--- src/rtl/tff_counter_seq.sv ---
// tff_counter_seq
// ---------------------------------------------------------------------------
// Sequencer for a bank of WIDTH T-type flip-flops used as a loadable up/down
// counter. The controller FSM computes a per-bit toggle vector t each cycle,
// and the bank updates as q <= q ^ t. There is no direct data path into q:
// loads, steps and holds are all expressed as toggle patterns.
//
// Optional build feature (macro TFF_SEQ_AUTORELOAD_EN):
//   defined   - leaving DONE reloads q from load_val and returns to RUN,
//               so done pulses once per terminal count indefinitely.
//   undefined - leaving DONE returns to IDLE with q holding the limit.
//
// Ports:
//   clk      in   rising-edge clock
//   rst      in   asynchronous active-low reset (0 = reset)
//   start    in   begin or resume counting (IDLE/PAUSE)
//   stop     in   pause counting (RUN only)
//   up_dn    in   1 = count up, 0 = count down; sampled every cycle
//   load     in   load load_val (IDLE/PAUSE only)
//   load_val in   [WIDTH-1:0] load / reload value
//   limit    in   [WIDTH-1:0] terminal count, compared live every RUN cycle
//   q        out  [WIDTH-1:0] counter state
//   qb       out  [WIDTH-1:0] always ~q
//   busy     out  high in RUN or PAUSE
//   done     out  high exactly while the state is DONE
//   state    out  [1:0] FSM state: IDLE=00, RUN=01, PAUSE=10, DONE=11
//
// Command semantics: start/stop/load are level-sampled commands with no
// handshake. A command present at a rising edge takes effect on that edge
// and is visible on the registered outputs after it (one cycle of latency).
// Commands that are not meaningful in the current state are ignored.
// ---------------------------------------------------------------------------
module tff_counter_seq #(
  parameter int WIDTH = 4
) (
  input  logic             clk,
  input  logic             rst,
  input  logic             start,
  input  logic             stop,
  input  logic             up_dn,
  input  logic             load,
  input  logic [WIDTH-1:0] load_val,
  input  logic [WIDTH-1:0] limit,
  output logic [WIDTH-1:0] q,
  output logic [WIDTH-1:0] qb,
  output logic             busy,
  output logic             done,
  output logic [1:0]       state
);

  localparam logic [1:0] ST_IDLE  = 2'b00;
  localparam logic [1:0] ST_RUN   = 2'b01;
  localparam logic [1:0] ST_PAUSE = 2'b10;
  localparam logic [1:0] ST_DONE  = 2'b11;

  logic [1:0]       state_q;
  logic [1:0]       state_next;
  logic [WIDTH-1:0] q_reg;
  logic [WIDTH-1:0] t;
  logic [WIDTH-1:0] t_up;
  logic [WIDTH-1:0] t_dn;
  logic [WIDTH-1:0] t_load;

  // Step toggle vectors: bit i toggles when all lower bits are 1 (up)
  // or all lower bits are 0 (down). The carries are accumulated in local
  // variables so the vectors are never read back inside this block.
  always_comb begin
    logic up_c;
    logic dn_c;
    t_up = '0;
    t_dn = '0;
    up_c = 1'b1;
    dn_c = 1'b1;
    for (int i = 0; i < WIDTH; i++) begin
      t_up[i] = up_c;
      t_dn[i] = dn_c;
      up_c    = up_c & q_reg[i];
      dn_c    = dn_c & ~q_reg[i];
    end
  end

  // Toggling exactly the bits that differ turns q into load_val.
  assign t_load = q_reg ^ load_val;

  // Controller: next state and toggle vector.
  always_comb begin
    state_next = state_q;
    t          = '0;
    case (state_q)
      ST_IDLE: begin
        if (load)  t          = t_load;
        if (start) state_next = ST_RUN;
      end
      ST_RUN: begin
        // Priority: stop > terminal count > step. load is ignored here.
        if (stop) begin
          state_next = ST_PAUSE;
        end else if (q_reg == limit) begin
          state_next = ST_DONE;
        end else begin
          t = up_dn ? t_up : t_dn;
        end
      end
      ST_PAUSE: begin
        // Resuming never steps on the resume edge; stop is ignored.
        if (load)  t          = t_load;
        if (start) state_next = ST_RUN;
      end
      ST_DONE: begin
`ifdef TFF_SEQ_AUTORELOAD_EN
        t          = t_load;
        state_next = ST_RUN;
`else
        state_next = ST_IDLE;
`endif
      end
      default: state_next = ST_IDLE;
    endcase
  end

  always_ff @(posedge clk or negedge rst) begin
    if (!rst) begin
      state_q <= ST_IDLE;
      q_reg   <= '0;
    end else begin
      state_q <= state_next;
      q_reg   <= q_reg ^ t;
    end
  end

  // All outputs decode registered state only.
  assign q     = q_reg;
  assign qb    = ~q_reg;
  assign state = state_q;
  assign busy  = (state_q == ST_RUN) || (state_q == ST_PAUSE);
  assign done  = (state_q == ST_DONE);

endmodule
--- config.mk ---
export PLATFORM = sky130hd
export DESIGN_NAME = tff_counter_seq
export DESIGN_NICKNAME = d
export VERILOG_FILES = /design/src/rtl/tff_counter_seq.sv
export SDC_FILE = /design/constraint.sdc
export NUM_CORES = 1
export LEC_CHECK = 0
export CORE_AREA = 2 2 39 41
export CTS_BUF_LIST = sky130_fd_sc_hd__clkbuf_4
export CTS_CLUSTER_DIAMETER = 120
export DETAILED_ROUTE_END_ITERATION = 8
export DIE_AREA = 0 0 41 43
export DONT_BUFFER_PORTS = 1
export GPL_TIMING_DRIVEN = 0
export PLACE_DENSITY_LB_ADDON = 0.3
export SLEW_MARGIN = 20
export SYNTH_ARGS = -nofsm -noshare
export SYNTH_HDL_FRONTEND = slang
export SYNTH_SLANG_ARGS = --single-unit
--- constraint.sdc ---
create_clock -name clk -period 1.9 [get_ports clk]
set_input_delay 0.38 -clock clk [delete_from_list [all_inputs] [get_ports clk]]
set_output_delay 0.38 -clock clk [all_outputs]
set_load 0.02 [all_outputs]
-- Word-level counts from Yosys, hierarchy flattened
Index checks and enable logic that the tools add are counted.
- mux-type cells: 9
- bitwise operators: 10
- reduce and logical (&&, ||, !) cells: 4
- equal/unequal tests: 6
- operators with widths (operator ; number):
    4-bit two-way mux ; 4
    4-bit one-hot mux with 2 select lines ; 1
    4-bit bitwise XOR ; 2
    2-bit two-way mux ; 3
    2-bit one-hot mux with 3 select lines ; 1
    1-bit bitwise AND ; 4
    2-bit == test (second input constant) ; 2
    4-bit == test ; 1
    4-bit NOT ; 1
    3-bit != test (second input constant) ; 1
    1-bit NOT ; 3
    2-bit by 1-bit == test with 1-bit output (second input constant) ; 1
    2-bit zero test ; 1
    2-bit by 1-bit != test with 1-bit output (second input constant) ; 1
    2-bit AND reduction ; 1
    2-bit OR reduction ; 1
    1-bit logical OR ; 1
- bits of input ports: 14
- word-level logic and storage cells: 31
- output and inout bits: 12
- register bits after elaboration: 6

-- Longest topological paths before layout
- depth after elaboration: 8
- gate-level depth with buffers: 6
- gate-level depth less buffers: 6

-- Worst setup path after synthesis
Ideal clock, no wire load.
- kind: register to register
- from: register q_reg[0] (netlist: q[0])
- to: register q_reg[1] (netlist: q[1])
- data arrival time: 1702 ps
- path buffers: 1
- cell stages (with the launch flop): 6
- library setup time: 131 ps
- required time: 1769 ps
- slack: 67 ps
- clock period less this slack: 1833 ps
- cells stage by stage: dfrtp_1 > buf_6 > xor2_2 > o41ai_4 > nor4_1 > or3_1
- longest elaborated chain between the ends: 6
- elaborated cells between the ends (all ways): 7
- classes of those cells: 1 x eq/ne; 4 x mux; 2 x bitwise
- ends and longest elaborated chain (item ; RTL line ; text):
    from (decl) ; 58 ; logic [WIDTH-1:0] q_reg;
    from (signal assigned) ; 127 ; q_reg <= q_reg ^ t;
    branches (longest 2 deep; another with 4-bit == test) ; - ;
    4-bit two-way mux (*) ; 98 ; end else if (q_reg == limit) begin
    4-bit two-way mux (*) ; 96 ; if (stop) begin
    4-bit one-hot mux with 2 select lines (*) ; 89 ; case (state_q)
    4-bit bitwise XOR (*) ; 127 ;
Mark *: on every way between the ends.
A chain may end at the register's enable or synchronous reset.

-- Final worst setup path
Same ends and word-level chain as after synthesis.

==> summary.md <==
| Metric | Value |
|---|---|
| Dpl cells | `83` |
| Max-capacitance violation count | `0` |
| Final period util | `0.982` |
| Vias per inst | `5.69` |
| Routed len/inst | `14.2 um` |
| Initial Util | `0.423` |
| Largest net degree at the start of global routing | `11` |
| Layout cells sized above 1 | `0.347` |
| Global-route wire length before repair | `2060 um` |
| Syn Std Cell Area | `586 um^2` |
| Post-route setup TNS | `0 ns` |
| Crit. End Element | `flip-flop` |
| Worst hold path class | `in2reg` |
| Final ANT Viol Nets | `0` |
| FFs w/ async S/R, synth | `1.00` |
| Slew @ Worst Pin | `0.508 ns` |
| IO Count | `26` |
| Final setup margin | `0.0349 ns` |
| Seq/Total Area, Yosys | `0.256` |
| Number of synthesized flops with an enable pin | `0` |
| Clock Sinks | `6` |
| CP max FO | `7` |
| Synth top area share | `0.256` |
| Hold endpoint | `q[2]` |
| Critical path, cell by cell | `buf_6, xor2_4, o41ai_4, nor4_1, or3_1` |
| Residual DRC count | `0` |
| Area grow syn2layout | `20.1%` |
| Relative slew slack | `0.660` |
| Area contributors post-synth | `dfrtp_1 26%, ha_1 8.5%, xor2_1 6.0%` |
| Number of flip-flops in the largest register | `4` |
| Number of antenna diodes | `0` |
| Final setup viols | `0` |
| DP HPWL | `988 um` |
| Clock latency on the worst-skew pair | `0.24 ns` |
| Core area | `0.00138 mm^2` |
| Critical path buffers and inverters | `1` |
| Clk slew on worst S/H paths | `0.04 ns` |
| WP data arrival | `1.99 ns` |
| Layout Cells excl Fill | `91` |
| Mean post-synth cell area | `8.74 um^2` |
| Post-synth top cells | `6 x dfrtp_1, 6 x inv_1, 6 x nor2_1` |
| Drt first pass iters | `4` |
| Setup CP Type | `reg2reg` |
| Vias in the first global route | `509` |
| Reg2Reg Depth | `5` |
| CTS Buf Count | `3` |
| Synth Net Count | `85` |
| Number of buffer cells added on primary ports | `0` |
| Fill cells | `144` |
| Tmin final | `1.87 ns` |
| Final nets | `95` |
| VDD IR max | `0.000890 V` |
| Clock Path Buffers | `2` |
| Final setup skew | `0.00114 ns` |
| Die area | `0.00176 mm^2` |
| Yosys cell types | `33` |
| Worst path required time | `2.02 ns` |
| Critical R2R Launch | `q[0]` |
| R2r endpoint | `q[1]` |
| Place WS | `-0.114 ns` |
| Gpl congestion | `0.823` |
| CP peak stage delay | `0.54 ns` |
| Die width | `41 um` |
| Hold Path Stages | `2` |
| Post-synth top flop | `dfrtp_1` |
| Pins Over Slew Limit | `0` |
| Vias post-DR | `518` |
| Crit path max-delay family | `compound AO/OA/AOI/OAI gates` |
| Row Count | `14` |
| Die Ht | `43 um` |
| RSZ-0062 raised after global routing | `yes` |
| Root Buffer | `clkbuf_4` |
| CTS tree | `done` |
| WL final | `1290 um` |
| Initial antenna violation count | `0` |
| Status | `finished, final reports clean` |
| All-Layer GR Usage | `0.176` |
| Syn Inst Count | `67` |
| Worst R2R Setup Slack | `0.03 ns` |
| Ys Warns | `0` |
| Leakage dissipation | `0.303 nW` |
| Critical Path Stages | `5` |
| Design area | `703 um^2` |
| CP max stage cell | `o41ai_4` |
| Placed Area | `606 um^2` |
| FMAX | `536 MHz` |
| Initial DRC count | `18` |
| Synth area leader | `dfrtp_1` |
| Fin. Hold Viols | `0` |
| Overflow after GRT | `0` |
| CTS H-tree lvls | `1` |
| PwrDens | `1800 mW/mm^2` |
| Hold path startpoint | `load_val[2]` |
| Seq cells post-synth | `6` |
| CP Launch Type | `flip-flop` |
## repair_timing
action | in CTS | in global routing
hold endpoints to repair | 6 | 0
hold buffers | 1 | 0
setup buffers | 2 | 2
pin swaps | 2 | 4
setup endpoints to repair | 4 | 4
resized for setup | 5 | 8
## power breakdown
| group | switching (W) | total (W) | internal (W) |
|---|---|---|---|
| logic | 0.000452 | 0.000808 | 0.000356 |
| registers | 0.000138 | 0.000336 | 0.000198 |
| clock network | 0.0000464 | 0.000118 | 0.0000715 |
| total | 0.000637 | 0.00126 | 0.000625 |
## final cells by class
type | instances | area (um^2) | area share
Buffer | 4 | 32.5 | 0.0463
Tap cell | 16 | 20.0 | 0.0285
Sequential cell | 6 | 155 | 0.221
Clock buffer | 3 | 22.5 | 0.0320
Multi-Input combinational cell | 51 | 410 | 0.584
Inverter | 6 | 22.5 | 0.0320
Timing Repair Buffer | 5 | 40.0 | 0.0569
## worst register-to-register path, delay by kind of cell, from the launching register on
family / cells / cell delay (ns)
buffers and inverters: 1 / 0.15
AND/OR/NAND/NOR: 2 / 0.45
AO/OA/AOI/OAI: 1 / 0.54
flip-flops: 1 / 0.45
XOR/XNOR: 1 / 0.15
## per-layer routing
| metal | track usage | share of wire | wire length (um) | vias to the layer above |
|---|---|---|---|---|
| li1 | - | - | - | 256 |
| met1 | 0.187 | 0.37 | 477 | 239 |
| met2 | 0.291 | 0.54 | 700 | 23 |
| met3 | 0.0942 | 0.085 | 110 | 0 |
| met4 | 0.0400 | 0 | 0 | 0 |
| met5 | 0 | 0 | 0 | - |
## worst max path at each step
stage           end      from  slack (ns)
2_1_floorplan  q[1]      q[0]        0.07
3_3_place_gp   q[2]  state[1]       -0.09
3_5_place_dp   q[2]  state[1]       -0.11
4_1_cts        q[2]  state[1]       0.005
5_1_grt        q[1]      q[0]       -0.03
6_report       q[1]      q[0]        0.03
## through the flow
stage	power, W	hold slack [ns]	utilization
CTS	0.00121	0.332	0.479
global placement	0.00102	0.0845	0.438
finish	0.00126	0.347	0.508
floorplan	0.000928	0.0844	-
detailed placement	0.00104	0.0845	0.438
global route	0.00137	0.357	0.508
## kinds of logic (layout without fill, tap and decap cells)
| logic type | after synthesis | after routing | share of synthesized area |
|---|---|---|---|
| buffers and inverters | 10 | 18 | 0.0812 |
| flip-flops | 6 | 6 | 0.256 |
| adder cells (fa/ha/maj) | 4 | 4 | 0.0855 |
| multiplexers | 2 | 2 | 0.0385 |
| AO/OA/AOI/OAI | 17 | 17 | 0.235 |
| AND/OR/NAND/NOR | 23 | 23 | 0.216 |
| XOR/XNOR | 5 | 5 | 0.0876 |
## placed cells by master (no fill, tap or decap), types with 2 or more instances in the layout
cell type  synthesis  final
buf_4              0      4
inv_1              6      6
clkbuf_4           0      3
o21ai_2            1      2
a21oi_1            4      4
buf_6              1      2
nor2_1             6      6
nor4_1             2      2
dfrtp_2            0      4
xor2_1             4      4
dfrtp_1            6      2
mux2_2             2      2
o21ai_0            4      3
ha_1               4      4
nand3_1            3      3
nand2_1            3      3
No activity file was read; power rests on OpenSTA's default activity.
